[src/rtl/conf_merge_n.sv]
// conf_merge_n: merges N_IN pulse inputs into one delayed, fixed-width pulse
// stream while enforcing a minimum separation between input events.
// MODE 0 flags colliding events and routes them to out_err. MODE 1 queues
// colliding events and re-issues them one window apart.
module conf_merge_n #(
  parameter int N_IN    = 2,
  parameter int DELAY   = 15,
  parameter int T_SEP   = 10,
  parameter int PULSE_W = 2,
  parameter int MODE    = 0,
  parameter int DEPTH   = 4,
  parameter int CNT_W   = 16,
  localparam int PEND_W = $clog2(DEPTH + 1)
) (
  input  logic              clk,
  input  logic              rst_n,
  input  logic [N_IN-1:0]   in_pulse,
  output logic              out,
  output logic              out_err,
  output logic              viol,
  output logic [N_IN-1:0]   viol_src,
  output logic [CNT_W-1:0]  viol_cnt,
  output logic [CNT_W-1:0]  last_time,
  output logic [PEND_W-1:0] pend_cnt,
  output logic              ovf
);

  localparam int KW    = $clog2(N_IN + 1);
  localparam int SW    = $clog2(DEPTH + N_IN + 1);
  localparam int SEP_W = $clog2(T_SEP + 1);
  localparam int STR_W = $clog2(PULSE_W + 1);

  typedef struct packed {
    logic vld;
    logic err;
  } dl_ent_t;

  logic [N_IN-1:0]             prev_q, prev_d;
  logic [CNT_W-1:0]            ts_q, ts_d;
  logic [CNT_W-1:0]            last_time_q, last_time_d;
  logic [SEP_W-1:0]            sep_q, sep_d;
  logic [PEND_W-1:0]           pend_q, pend_d;
  logic                        ovf_q, ovf_d;
  logic                        viol_q, viol_d;
  logic [N_IN-1:0]             viol_src_q, viol_src_d;
  logic [CNT_W-1:0]            viol_cnt_q, viol_cnt_d;
  dl_ent_t [DELAY-1:0]         dl_q, dl_d;
  logic [STR_W-1:0]            str_v_q, str_v_d;
  logic [STR_W-1:0]            str_e_q, str_e_d;

  logic [N_IN-1:0] ev;
  logic [KW-1:0]   k;
  logic [SW-1:0]   sum;
  logic            win_open, restart, ins_v, ins_e, is_viol;

  // Event detection, window/queue arbitration, delay line and stretchers.
  always_comb begin
    ev       = in_pulse & ~prev_q;
    k        = '0;
    for (int i = 0; i < N_IN; i++) k = k + KW'(ev[i]);
    win_open = (sep_q != '0);
    restart  = 1'b0;
    ins_v    = 1'b0;
    ins_e    = 1'b0;
    is_viol  = 1'b0;
    sum      = '0;
    pend_d   = pend_q;
    ovf_d    = ovf_q;

    if (MODE == 0) begin
      // Any event restarts the window; only a lone event outside it is clean.
      if (k != '0) restart = 1'b1;
      if (k == KW'(1) && !win_open) ins_v = 1'b1;
      else if (k != '0) begin
        is_viol = 1'b1;
        ins_e   = 1'b1;
      end
    end else begin
      // Arrivals land first so a same-cycle issue can consume them.
      sum = SW'(pend_q) + SW'(k);
      if (sum > SW'(DEPTH)) begin
        is_viol = 1'b1;
        ovf_d   = 1'b1;
        sum     = SW'(DEPTH);
      end
      if (!win_open && sum != '0) begin
        sum     = sum - SW'(1);
        restart = 1'b1;
        ins_v   = 1'b1;
      end
      pend_d = PEND_W'(sum);
    end

    sep_d = win_open ? sep_q - SEP_W'(1) : '0;
    if (restart) sep_d = SEP_W'(T_SEP - 1);

    prev_d      = in_pulse;
    ts_d        = ts_q + CNT_W'(1);
    last_time_d = (k != '0) ? ts_q : last_time_q;
    viol_d      = is_viol;
    viol_src_d  = is_viol ? ev : viol_src_q;
    viol_cnt_d  = (is_viol && viol_cnt_q != '1) ? viol_cnt_q + CNT_W'(1) : viol_cnt_q;

    dl_d[0] = '{vld: ins_v, err: ins_e};
    for (int i = 1; i < DELAY; i++) dl_d[i] = dl_q[i-1];

    // A fresh arrival reloads the full width, so overlapping pulses merge.
    str_v_d = (str_v_q != '0) ? str_v_q - STR_W'(1) : '0;
    str_e_d = (str_e_q != '0) ? str_e_q - STR_W'(1) : '0;
    if (dl_q[DELAY-1].vld) str_v_d = STR_W'(PULSE_W);
    if (dl_q[DELAY-1].err) str_e_d = STR_W'(PULSE_W);
  end

  // State registers; the edge detector resets high so a held input is no event.
  always_ff @(posedge clk or negedge rst_n) begin
    if (!rst_n) begin
      prev_q      <= '1;
      ts_q        <= '0;
      last_time_q <= '0;
      sep_q       <= '0;
      pend_q      <= '0;
      ovf_q       <= 1'b0;
      viol_q      <= 1'b0;
      viol_src_q  <= '0;
      viol_cnt_q  <= '0;
      dl_q        <= '0;
      str_v_q     <= '0;
      str_e_q     <= '0;
    end else begin
      prev_q      <= prev_d;
      ts_q        <= ts_d;
      last_time_q <= last_time_d;
      sep_q       <= sep_d;
      pend_q      <= pend_d;
      ovf_q       <= ovf_d;
      viol_q      <= viol_d;
      viol_src_q  <= viol_src_d;
      viol_cnt_q  <= viol_cnt_d;
      dl_q        <= dl_d;
      str_v_q     <= str_v_d;
      str_e_q     <= str_e_d;
    end
  end

  assign out       = (str_v_q != '0);
  assign out_err   = (str_e_q != '0);
  assign viol      = viol_q;
  assign viol_src  = viol_src_q;
  assign viol_cnt  = viol_cnt_q;
  assign last_time = last_time_q;
  assign pend_cnt  = pend_q;
  assign ovf       = ovf_q;

endmodule

[config.mk]
export PLATFORM = sky130hd
export DESIGN_NAME = conf_merge_n
export DESIGN_NICKNAME = d
export VERILOG_FILES = /design/src/rtl/conf_merge_n.sv
export SDC_FILE = /design/constraint.sdc
export NUM_CORES = 1
export LEC_CHECK = 0
export ABC_AREA = 1
export BUFFER_PORTS_ARGS = -buffer_cell sky130_fd_sc_hd__buf_2
export CORE_UTILIZATION = 37
export DETAILED_ROUTE_END_ITERATION = 10
export HOLD_SLACK_MARGIN = 0.03
export PLACE_DENSITY_LB_ADDON = 0.3
export SETUP_SLACK_MARGIN = 0.15
export SYNTH_ARGS = -nofsm -noshare
export SYNTH_HDL_FRONTEND = slang
export SYNTH_SLANG_ARGS = --single-unit
[constraint.sdc]
create_clock -name clk -period 2.6 [get_ports clk]
set_input_delay 0.39 -clock clk [delete_from_list [all_inputs] [get_ports clk]]
set_output_delay 0.39 -clock clk [all_outputs]
set_load 0.02 [all_outputs]
==> impl_metrics.tcl <==
set metrics [dict create \
    floorplan.die_area_sq_um 10100 \
    start_util 0.385 \
    met2_usage 0.210 \
    rsz0062_at_grt "no" \
    first_pass_iters 4 \
    crit_arrival_ps 2080 \
    fin_ws_ps 763 \
    synthToLayoutAreaGrowth_pct 15.4 \
    fin_hold_ws_ps 157 \
    finalSetupViolations 0 \
    htree_levels 3 \
    gr-total-overflow 0 \
    grt_max_degree 50 \
    crit_type "reg2reg" \
    wl_per_cell_um 11.4 \
    drcViolationCount 0 \
    yosysUniqueCellTypes 27 \
    clock_sinks 90 \
    cts_tree "built" \
    cts_setup_buffers 0 \
    p_per_area_nw_per_um2 747 \
    antenna_found_initial 0 \
    fin_nets 416 \
    n_antenna_cell 0 \
    syn-cell-area_sq_um 3590 \
    vias_per_cell 4.43 \
    first_iter_violations 92 \
    max_clock_freq_mhz 544 \
    min_path_type "in2reg" \
    required_ps 2850 \
    status "finished clean" \
    grt_use_total 0.137 \
    grt.met3_usage 0.0277 \
    grt_busiest_layer "met2" \
    end_kind "register" \
    layout-drive-gt1-share 0.189 \
    pre_cts_slack_ps 667 \
    cap_violations 0 \
    skew_ps 11.3 \
    cp_max_fo 22 \
    tightest_slew_ps 531 \
    grt_use_met1 0.184 \
    slew_violations 0 \
    numPortBuffers 40 \
    cts_buffer_depth 2 \
    cts_root_buf "clkbuf_8" \
    ys_seq_area_frac 0.628 \
    io_pins 45 \
    hold_viol_final 0 \
    period_needed_ps 1840 \
    grt_pass1_vias 2355 \
    clk_latency_ps 350 \
    antenna_left 0 \
    start_kind "register" \
    relSlewSlack 0.646 \
    dp_hpwl_mm 4.26 \
    row_count 35 \
    grt_pass1_wl_mm 10.8 \
    async_flop_share 1.00 \
    gp_congestion 0.795 \
    synth.avg_cell_area_sq_um 10.0 \
    coreArea_sq_um 9330 \
    synth_cells 358 \
    period_share 0.707 \
    tns_ps 0 \
    synth-main-ff-cell "dfrtp_1" \
    die_w_um 101 \
    totalWireLength_mm 6.14 \
    clk_pin_slew_ps 90 \
    fin_util 0.444 \
    p_leak_nw 2.14 \
    ir_worst_vdd_mv 0.352 \
    synth_edf_count 0 \
    synth_seq_cells 90 \
    yosysWarnings 0 \
    num_vias 2396 \
    numCtsBuffers 9 \
    die_h_um 101 \
]
## Yosys cell counts, types with 4 or more instances
cell type | instances | area, sq um
o21ai_0 | 15 | 75.1
o21ai_2 | 6 | 52.6
buf_4 | 4 | 30.0
nand4_1 | 4 | 25.0
xor2_1 | 19 | 166
ha_1 | 5 | 62.6
nand2_1 | 111 | 417
nor3_1 | 7 | 35.0
dfrtp_1 | 88 | 2200
nor2_1 | 26 | 97.6
nand3_1 | 13 | 65.1
inv_1 | 34 | 128
## layout by cell type (no fill, tap or decap), drive strengths merged
cell type | synthesis | routed
dfstp | 2 | 2
clkinv | 0 | 2
o21bai | 2 | 2
buf | 7 | 43
dfrtp | 88 | 88
clkinvlp | 0 | 1
bufinv | 0 | 1
nor2 | 31 | 31
conb | 1 | 4
clkbuf | 2 | 12
nor3 | 7 | 7
dlygate4sd3 | 0 | 1
nand2 | 115 | 115
xnor2 | 2 | 2
inv | 36 | 36
ha | 5 | 5
nand3 | 14 | 14
o21ai | 23 | 23
xor2 | 19 | 19
nand4 | 4 | 4
## state kept, by name, indices dropped and copies added, names as in the netlist
| name | count |
|---|---|
| dl_q | 2 |
| prev_q | 2 |
| ts_q | 16 |
| dl_d | 28 |
| last_time | 16 |
| viol_src | 2 |
| sep_q | 4 |
| str_v_q | 2 |
| str_e_q | 2 |
| viol_cnt | 16 |
## repair_timing
| action | CTS | global route |
|---|---|---|
| hold buffers | 1 | 0 |
| endpoints found under the hold margin | 3 | 0 |
| resized for setup | 0 | 0 |
## layer usage
metal	vias up	share of wire
li1	1196	-
met4	0	0.013
met2	43	0.46
met3	6	0.030
met1	1151	0.50
met5	-	0
## layout make-up
| class | instances | area (sq um) |
|---|---|---|
| Clock inverter | 4 | 51.3 |
| Fill cell | 926 | 5190 |
| Multi-Input combinational cell | 226 | 1150 |
| Inverter | 36 | 135 |
| Clock buffer | 12 | 145 |
| Tap cell | 129 | 161 |
| Timing Repair Buffer | 44 | 248 |
| Sequential cell | 90 | 2250 |
## kinds of logic after synthesis
| logic type | count (synthesis) | share of synthesized area |
|---|---|---|
| DFF | 90 | 0.628 |
| buffers and inverters | 45 | 0.0558 |
| AOI/OAI and AO/OA | 25 | 0.0457 |
| xor gates and xnor gates | 21 | 0.0512 |
| adders and majority gates | 5 | 0.0174 |
| other | 1 | 0.00104 |
| and+or+nand+nor | 171 | 0.201 |
## critical path, stage by stage, from the launching register on
cell	delay, ps
dfstp_2	520
inv_1	30
nand2_1	60
ha_1	230
inv_1	120
o21ai_4	100
nor2_2	110
buf_4	270
inv_2	150
nand2_1	90
nand2_1	50
## through the flow
step / total power [mW] / cells / instance area (sq um)
after floorplan: 2.01 / 361 / 3600
after global placement: 2.17 / 524 / 3940
after detailed placement: 2.18 / 524 / 3940
after CTS: 3.14 / 541 / 4140
after global routing: 3.27 / 541 / 4140
final: 3.09 / 541 / 4140
## power by group
part / total [mW] / internal (mW) / switching, mW
combinational: 0.494 / 0.172 / 0.321
clock: 0.942 / 0.472 / 0.470
sequential: 1.66 / 1.54 / 0.121
total: 3.09 / 2.18 / 0.912
## final timing paths
| check | from | to | slack [ps] | cells after the start |
|---|---|---|---|---|
| worst max-delay path | prev_q[1] | viol_cnt[10] | 760 | 10 |
| worst min-delay path | in_pulse[0] | prev_q[0] | 160 | 1 |
| worst max register to register | prev_q[1] | viol_cnt[10] | 760 | 10 |
| worst min register to register | dl_d[8] | dl_d[10] | 350 | 0 |
| max in group asynchronous | rst_n | prev_q[1] | 1340 | 3 |
| min in group asynchronous | rst_n | last_time[10] | 560 | 2 |
No activity file was read; power rests on OpenSTA's default activity.
